===== src/rtl/bcd2bin_seq.sv =====
// Three-digit BCD to binary converter: multiply-by-10 and accumulate over three
// cycles behind a start/done handshake, with saturation and bad-digit flagging.
module bcd2bin_seq #(
    parameter int WIDTH = 8
) (
    input  logic             clock,
    input  logic             reset,
    input  logic             start,
    input  logic [3:0]       hundreds,
    input  logic [3:0]       tens,
    input  logic [3:0]       ones,
    output logic [WIDTH-1:0] binary,
    output logic             busy,
    output logic             done,
    output logic             overflow,
    output logic             invalid
);

    typedef enum logic [1:0] {
        IDLE,
        ACC_H,
        ACC_T,
        ACC_O
    } state_t;

    localparam logic [9:0] MAX_VALUE = 10'((2 ** WIDTH) - 1);

    state_t     state;
    state_t     state_next;
    logic [3:0] dig_h;
    logic [3:0] dig_t;
    logic [3:0] dig_o;
    logic       digit_error;
    logic [9:0] acc;
    logic [9:0] acc_x10;
    logic [9:0] final_value;
    logic       accept;

    // The ACC_O edge doubles as an IDLE edge so a held start gives one result per 3 cycles.
    assign accept      = start && ((state == IDLE) || (state == ACC_O));
    assign acc_x10     = (acc << 3) + (acc << 1);
    assign final_value = acc_x10 + {6'd0, dig_o};

    always_ff @(posedge clock) begin
        if (reset) begin
            state <= IDLE;
        end else begin
            state <= state_next;
        end
    end

    always_comb begin
        state_next = state;
        case (state)
            IDLE:    state_next = accept ? ACC_H : IDLE;
            ACC_H:   state_next = ACC_T;
            ACC_T:   state_next = ACC_O;
            ACC_O:   state_next = accept ? ACC_H : IDLE;
            default: state_next = IDLE;
        endcase
    end

    always_ff @(posedge clock) begin
        if (reset) begin
            dig_h       <= 4'd0;
            dig_t       <= 4'd0;
            dig_o       <= 4'd0;
            digit_error <= 1'b0;
            acc         <= 10'd0;
            binary      <= '0;
            busy        <= 1'b0;
            done        <= 1'b0;
            overflow    <= 1'b0;
            invalid     <= 1'b0;
        end else begin
            done <= 1'b0;
            case (state)
                ACC_H: acc <= {6'd0, dig_h};
                ACC_T: acc <= acc_x10 + {6'd0, dig_t};
                ACC_O: begin
                    done <= 1'b1;
                    busy <= 1'b0;
                    if (digit_error) begin
                        binary   <= '0;
                        invalid  <= 1'b1;
                        overflow <= 1'b0;
                    end else if (final_value > MAX_VALUE) begin
                        binary   <= MAX_VALUE[WIDTH-1:0];
                        overflow <= 1'b1;
                        invalid  <= 1'b0;
                    end else begin
                        binary   <= final_value[WIDTH-1:0];
                        overflow <= 1'b0;
                        invalid  <= 1'b0;
                    end
                end
                default: ;
            endcase
            // A capture in the completion cycle overrides the busy release above.
            if (accept) begin
                dig_h       <= hundreds;
                dig_t       <= tens;
                dig_o       <= ones;
                digit_error <= (hundreds > 4'd9) || (tens > 4'd9) || (ones > 4'd9);
                acc         <= 10'd0;
                busy        <= 1'b1;
            end
        end
    end

endmodule


===== config.mk =====
export PLATFORM = sky130hd
export DESIGN_NAME = bcd2bin_seq
export DESIGN_NICKNAME = d
export VERILOG_FILES = /design/src/rtl/bcd2bin_seq.sv
export SDC_FILE = /design/constraint.sdc
export NUM_CORES = 1
export LEC_CHECK = 0
export CORE_MARGIN = 5
export CORE_UTILIZATION = 35
export CTS_CLUSTER_SIZE = 30
export DETAILED_ROUTE_END_ITERATION = 16
export HOLD_SLACK_MARGIN = 0.12
export PLACE_DENSITY = 0.66
export SYNTH_ARGS = -nofsm -noshare
export SYNTH_HDL_FRONTEND = slang
export SYNTH_SLANG_ARGS = --single-unit

===== constraint.sdc =====
create_clock -name clock -period 3.17 [get_ports clock]
set_clock_uncertainty 0.05 [all_clocks]
set_input_delay 0.951 -clock clock [delete_from_list [all_inputs] [get_ports clock]]
set_output_delay 0.951 -clock clock [all_outputs]
set_load 0.03 [all_outputs]

Yosys cells after proc, flatten, opt, wreduce, memory -nomap -nowiden. Index checks and enable logic that the tools add are counted.

Reduce and logical (&&, ||, !) cells: 9. Equal/unequal tests: 3. Magnitude comparators: 4. Muxes and demuxes: 11. Add/subtract/negate cells: 3.

Operators with widths (count): 9-bit case mux with 2 select lines (1); 8-bit 2-to-1 mux (2); 4-bit greater-than comparator (second input constant) (3); 10-bit adder (1); 10-bit by 4-bit adder with 10-bit output (1); 10-bit by 8-bit greater-than comparator with 1-bit output (second input constant) (1); 9-bit by 4-bit adder with 9-bit output (1); 1-bit 2-to-1 mux (7); 2-bit case mux with 3 select lines (1); 2-bit == test (second input constant) (2); 2-bit nonzero test (2); 2-bit OR reduction (2); 1-bit logical OR (3); 2-bit by 1-bit == test with 1-bit output (second input constant) (1); 2-bit logical NOT (1); 1-bit logical AND (1).

Word-level logic and storage cells: 41. Register bits after elaboration: 36. Output and inout bits: 12. Input bits: 15.

Logic depth before layout (Yosys ltp). Gate-level depths: netlist of the first run.

Depth after elaboration: 5. Depth in mapped cells: 9. Depth with buffers taken out: 9.

Least setup slack after synthesis of the first run. Ideal clock, no wire load.

Kind: reg-to-reg. Start: reg acc[0]. End: reg binary[3]. Path buffers: 1. Cell stages (with the launch flop): 10. Slack: 0.579 ns. Data required time: 2.986 ns. Data arrival time: 2.407 ns. Setup time: 0.134 ns. Cells stage by stage: dfxtp_1 ha_1 fa_1 a211oi_2 o21bai_1 a211o_1 and2_0 clkbuf_1 o31ai_1 o22ai_1.

Cells in the longest elaborated chain, start to end: 5.

Ends and longest elaborated chain: start, declared (line 34) `logic [9:0] acc;`; start signal, assigned (line 78) `ACC_H: acc <= {6'd0, dig_h};`; start signal, assigned (line 79) `ACC_T: acc <= acc_x10 + {6'd0, dig_t};`; 10-bit adder * (line 41) `assign acc_x10 = (acc << 3) + (acc << 1);`; 10-bit by 4-bit adder with 10-bit output * (line 42) `assign final_value = acc_x10 + {6'd0, dig_o};`; 10-bit by 8-bit greater-than comparator with 1-bit output (line 87) `end else if (final_value > MAX_VALUE) begin`; 8-bit 2-to-1 mux * (line 87); 8-bit 2-to-1 mux * (line 83) `if (digit_error) begin`; end signal, assigned (line 88) `binary <= MAX_VALUE[WIDTH-1:0];`; end signal, assigned (line 92) `binary <= final_value[WIDTH-1:0];`; end, declared (line 12) `output logic [WIDTH-1:0] binary,`.

Every way passes the cells marked *; elsewhere a longest branch is shown, timed or not. A chain may end at the register's enable or synchronous reset.

Worst setup path after layout of the first run.
Start: reg acc[0]. End: reg binary[7].

Same word-level chain as after synthesis.

==> results of run 1 <==
worst max-delay path, stage by stage, from the launching register on:
cell and delay, ps:
dfxtp_1 350, ha_1 260, fa_1 620, o21ai_0 190, nor4b_1 540, mux2_2 410, o41ai_1 260, nor2_1 60
kinds of logic (layout without fill, tap and decap cells):
| kind of cell | after synthesis | after routing |
|---|---|---|
| and+or+nand+nor | 92 | 92 |
| AOI/OAI and AO/OA | 80 | 80 |
| DFF | 36 | 36 |
| buffers and inverters | 24 | 49 |
| adders and majority gates | 18 | 18 |
| xor gates and xnor gates | 9 | 9 |
| muxes | 4 | 4 |
synth_stat cells (3+ instances only):
| cell | instances |
|---|---|
| dfxtp_1 | 36 |
| nand2_1 | 34 |
| a21oi_1 | 30 |
| nor2_1 | 25 |
| ha_1 | 15 |
| clkbuf_1 | 13 |
| inv_1 | 11 |
| o21ai_0 | 10 |
| nor2b_1 | 6 |
| a211oi_1 | 5 |
| a21o_1 | 5 |
| o41ai_1 | 5 |
| nor3_1 | 4 |
| xnor2_1 | 4 |
| xor2_1 | 4 |
| a22oi_1 | 3 |
| fa_1 | 3 |
| mux2i_1 | 3 |
| nand2b_1 | 3 |
| o21a_1 | 3 |
| o22ai_1 | 3 |
cell type report:
cell class | count | share of cell area
multi-input combinational | 203 | 0.529
sequential | 36 | 0.274
timing repair buffer | 30 | 0.110
tap | 77 | 0.0366
clock buffer | 8 | 0.0343
inverter | 11 | 0.0157
cells in the final DEF (no fill, tap or decap), types with 2 or more instances in the layout:
cell             instances
a21o_1                   5
a21oi_1                 30
inv_1                   11
clkbuf_8                 6
o22ai_1                  3
o41ai_1                  5
a211oi_1                 5
nor3_1                   4
fa_1                     3
o21a_1                   3
nor2b_1                  6
xnor2_1                  4
nor4_1                   2
a22oi_1                  3
nand2_1                 34
clkdlybuf4s50_1         26
nor2_1                  25
o21ai_0                 10
nor4b_1                  2
o21ba_2                  2
mux2i_1                  3
nand2b_1                 3
clkbuf_1                 2
ha_1                    15
xor2_1                   4
dfxtp_1                 36
and2_1                   2
buf_4                    4
or2_2                    2
layer usage:
layer  GRT usage  vias to the layer above  share of wire
met2       0.232                       32           0.48
met1       0.174                      874           0.47
met5           0                        -              0
li1            -                      982              -
met4      0.0433                        0         0.0089
met3      0.0304                        5          0.045
per-stage QoR:
step	hold WS (ps)	worst slack, ps	std cells	util	area (um2)
2_1_floorplan	382	579	263	-	2200
3_3_place_gp	395	443	357	0.407	2540
3_5_place_dp	395	366	357	0.407	2540
4_1_cts	405	350	365	0.421	2630
5_1_grt	421	72.1	365	0.421	2630
6_report	406	325	365	0.421	2630
worst max path at each step:
stage / endpoint / depth (start not counted) / from / slack, ps
floorplan: binary[3] / 9 / acc[0] / 580
global placement: binary[7] / 7 / acc[0] / 440
detailed placement: binary[7] / 7 / acc[0] / 370
CTS: overflow / 8 / acc[0] / 350
global route: binary[7] / 7 / acc[0] / 70
finish: binary[7] / 7 / acc[0] / 330
report_power, final:
group          switching [mW]  internal (mW)
Combinational           0.231          0.153
Sequential             0.0364          0.499
Clock                   0.158          0.177
sequential cells by signal, summed over array words and instances (netlist names), 2 cells and up:
| signal | flops |
|---|---|
| dig_h | 4 |
| state | 2 |
| binary | 8 |
| acc | 9 |
| dig_o | 4 |
| dig_t | 4 |
==> flow_summary_export.csv, run 1 <==
group,metric,value,unit
run_status,status,"complete, no violations",
sta,worst_slew_pin_slew,607,ps
clocking,hold_buffers,0,
detailed_routing,drtIter0Drc,109,
critical_path,cp.arrival,2970,ps
logic_synthesis,synthMuxAreaShare,0.0188,
logic_synthesis,synth-simple-area-share,0.210,
clocking,numCtsBuffers,5,
worst_hold_path,min_to,"dig_h[3]",
placed_design,gp_congestion,0.838,
detailed_routing,ant_nets,0,
detailed_routing,drt_pass1_iterations,4,
grt,antenna_found_initial,0,
placed_design,port_buffers,26,
clocking,ctsResizeCount,0,
detailed_routing,routed_wl,4.94,mm
critical_path,critPathRequiredTime,3290,ps
logic_synthesis,syn_area,2200,um2
logic_synthesis,yosysWarnings,0,
logic_synthesis,synth-xor-area-share,0.0392,
floorplanning,fp.dieH,89.3,um
logic_synthesis,synth.distinct_cells,54,
clocking,clock-sinks,36,
finish,fill_cells,648,
sta,fin_setup_tns,0,ps
grt,grt_max_degree,20,
grt,globalRouteTotalUtil,0.137,
clocking,cts_tree,"built",
critical_path,r2r_setup_slack,330,ps
grt,grt_pass1_wl,8.72,mm
pwr,finalPower,1.25,mW
finish,multi_input_area,1390,um2
finish,seqCellArea,721,um2
clocking,post-cts-setup-buffers,0,
sta,finalCriticalPeriod,2840,ps
logic_synthesis,synth_edf_count,0,
sta,rsz0062_at_grt,"no",
sta,relSlewSlack,0.595,
floorplanning,rows,29,
sta,slew_violations,0,
logic_synthesis,synth-seq-cells,36,
logic_synthesis,synth_top_family_by_area,"compound AO/OA/AOI/OAI gates",
finish,antenna_cells,0,
floorplanning,fp.dieW,89.3,um
clocking,h-tree-depth,2,
logic_synthesis,synth_top_area_frac,0.327,
logic_synthesis,syn_avg_cell_area,8.37,um2
critical_path,path_max_fanout,5,
pwr,irDropWorstVdd,0.383,mV
pwr,p_leak,1.01,nW
critical_path,r2r_start,"acc[0]",
finish,synthToLayoutAreaGrowth,19.4,%
floorplanning,coreArea,6240,um2
critical_path,crit-reg2reg-capture,"binary[7]",
logic_synthesis,syn_inst,263,
logic_synthesis,ys.flop_type,"dfxtp_1",
clocking,clock-root-buffer,"clkbuf_8",
logic_synthesis,synthTopCellsByArea,"dfxtp_1 33%, ha_1 8.5%, a21oi_1 6.8%",
logic_synthesis,synth-seq-area-share,0.327,
finish,fin_nets,320,
pwr,power.density,477,nW/um2
critical_path,cp-start-kind,"register",
run,drv_cap,0,
sta,setup_viol,0,
floorplanning,die_area,7980,um2
clocking,clkTransAtPathRegs,70,ps
detailed_routing,wl_per_cell,13.5,um
critical_path,crit_path_end_kind,"register",
logic_synthesis,async_reset_ff_frac,0,
detailed_routing,num_vias,1893,
critical_path,path_class,"reg2reg",
worst_hold_path,hold_path_class,"reg2reg",
floorplanning,initial_utilization,0.353,
finish,post_route_cells_drive_above_1_share,0.0903,
worst_hold_path,hold_path_depth,2,
grt,grt_pass1_vias,1882,
logic_synthesis,syn-num-nets,296,
sta,hold_violations,0,
grt,grt_overflow,0,
worst_hold_path,hold_path_startpoint,"dig_h[3]",
clocking,cts_buffer_depth,2,
sta,fmaxAchievable,0.352,GHz
detailed_routing,vias_per_cell,5.19,
logic_synthesis,synthAdderAreaFrac,0.112,
placed_design,hpwl,3.87,mm
logic_synthesis,yosysTopAreaCell,"dfxtp_1",
detailed_routing,drcViolationCount,0,
sta,finalCritPeriodShare,0.897,
logic_synthesis,synth_compound_area_frac,0.251,
clocking,clkLatencyLatePin,280,ps
floorplanning,io-pin-count,27,
critical_path,rr_worst_depth,7,
Note: power is estimated with default switching activity, not from simulation.
==> run 2: changes to the inputs <==
Settings changed: CTS_BUF_LIST from default to sky130_fd_sc_hd__clkbuf_8.
==> flow_summary_export.csv, run 2 (synthesis gave the netlist of run 1 again) <==
group,metric,value,unit
finish,multi_input_area,1390,um2
sta,setup_viol,0,
grt,grt_max_degree,20,
sta,rsz0062_at_grt,"no",
critical_path,rr_worst_depth,7,
detailed_routing,drtIter0Drc,109,
finish,seqCellArea,721,um2
critical_path,crit_path_end_kind,"register",
critical_path,cp_slowest_cell,"fa_1",
critical_path,endpoint,"binary[7]",
clocking,cts_buffer_depth,2,
critical_path,crit_start,"acc[0]",
critical_path,critPathTopFamily,"adder cells",
finish,fill_cells,648,
clocking,cts_tree,"built",
run_status,status,"complete, no violations",
detailed_routing,ant_nets,0,
worst_hold_path,hold_path_class,"reg2reg",
detailed_routing,num_vias,1893,
grt,grt_pass1_vias,1882,
detailed_routing,drt_pass1_iterations,4,
worst_hold_path,hold_path_startpoint,"dig_h[3]",
run,drv_cap,0,
detailed_routing,drcViolationCount,0,
finish,fin_nets,320,
pwr,power.density,475,nW/um2
detailed_routing,wl_per_cell,13.5,um
grt,globalRouteTotalUtil,0.137,
pwr,p_leak,1.02,nW
floorplanning,io-pin-count,27,
finish,antenna_cells,0,
critical_path,critPathRequiredTime,3290,ps
placed_design,hpwl,3.87,mm
finish,max_flop_register,"acc",
clocking,post-cts-setup-buffers,0,
floorplanning,fp.dieH,89.3,um
clocking,clock-root-buffer,"clkbuf_8",
clocking,ctsResizeCount,0,
critical_path,slowest_delay,620,ps
finish,largest_reg_flops,9,
pwr,irDropWorstVdd,0.383,mV
sta,finalCritPeriodShare,0.897,
floorplanning,initial_utilization,0.353,
critical_path,cp.arrival,2970,ps
clocking,h-tree-depth,2,
clocking,numCtsBuffers,5,
sta,fin_setup_tns,0,ps
finish,mostFrequentLayoutCell,"dfxtp_1",
clocking,clkLatencyLatePin,280,ps
clocking,clock-sinks,36,
finish,reg_top3,"acc (9), binary (8)",
sta,fmaxAchievable,0.352,GHz
floorplanning,fp.dieW,89.3,um
sta,worst_slew_pin_slew,607,ps
critical_path,crit-reg2reg-capture,"binary[7]",
sta,relSlewSlack,0.595,
finish,mostFrequentLayoutCells,"36 x dfxtp_1, 34 x nand2_1, 30 x a21oi_1, 26 x clkdlybuf4s50_1, 25 x nor2_1",
finish,synthToLayoutAreaGrowth,19.4,%
clocking,hold_buffers,0,
placed_design,port_buffers,26,
sta,whs,406,ps
critical_path,r2r_start,"acc[0]",
grt,antenna_found_initial,0,
placed_design,gp_congestion,0.838,
sta,finalCriticalPeriod,2840,ps
sta,slew_violations,0,
floorplanning,die_area,7980,um2
critical_path,r2r_setup_slack,330,ps
critical_path,path_depth,7,
sta,hold_violations,0,
critical_path,path_cells,"ha_1 > fa_1 > o21ai_0 > nor4b_1 > mux2_2 > o41ai_1 > nor2_1",
grt,grt_pass1_wl,8.72,mm
finish,post_route_cells_drive_above_1_share,0.0903,
critical_path,path_class,"reg2reg",
floorplanning,rows,29,
clocking,clkTransAtPathRegs,70,ps
critical_path,path_max_fanout,5,
critical_path,cp-start-kind,"register",
detailed_routing,routed_wl,4.94,mm
grt,grt_overflow,0,
floorplanning,coreArea,6240,um2
detailed_routing,vias_per_cell,5.19,
critical_path,worst-path-buf-inv,0,
[run 2: per-layer routing]
metal  wire length (um)  GRT usage
met1               2300      0.174
met2               2370      0.232
met3                222     0.0304
met4                 44     0.0433
met5                  0          0
[run 2: final cells by class]
type                            instances  area share
Timing Repair Buffer                   30       0.110
Inverter                               11      0.0157
Clock buffer                            6      0.0314
Clock inverter                          2     0.00285
Multi-Input combinational cell        203       0.529
Tap cell                               77      0.0366
Sequential cell                        36       0.274
[run 2: report_power, final]
part           internal [mW]  switching (mW)  total, mW
logic                  0.153           0.231      0.384
registers              0.499          0.0364      0.535
clock network          0.171           0.158      0.329
[run 2: worst min path at each step]
stage,endpoint,slack (ps),cells after the start
after floorplan,dig_h[1],380,2
after global placement,dig_h[1],390,2
after detailed placement,dig_h[1],390,2
after CTS,dig_h[1],400,2
after global routing,dig_h[1],420,2
final,dig_h[3],410,2
[run 2: stage by stage]
step	total power, mW	util	instances	worst slack (ps)	cell area [um2]
2_1_floorplan	0.820	-	263	579	2200
3_3_place_gp	0.930	0.407	357	443	2540
3_5_place_dp	0.936	0.407	357	366	2540
4_1_cts	1.26	0.421	365	350	2630
5_1_grt	1.34	0.421	365	72.6	2630
6_report	1.25	0.421	365	326	2630
[run 2: tightest hold or removal path, stage by stage (launching register included)]
cell	delay, ps
dfxtp_1	310
nand2_1	50
a21oi_1	50
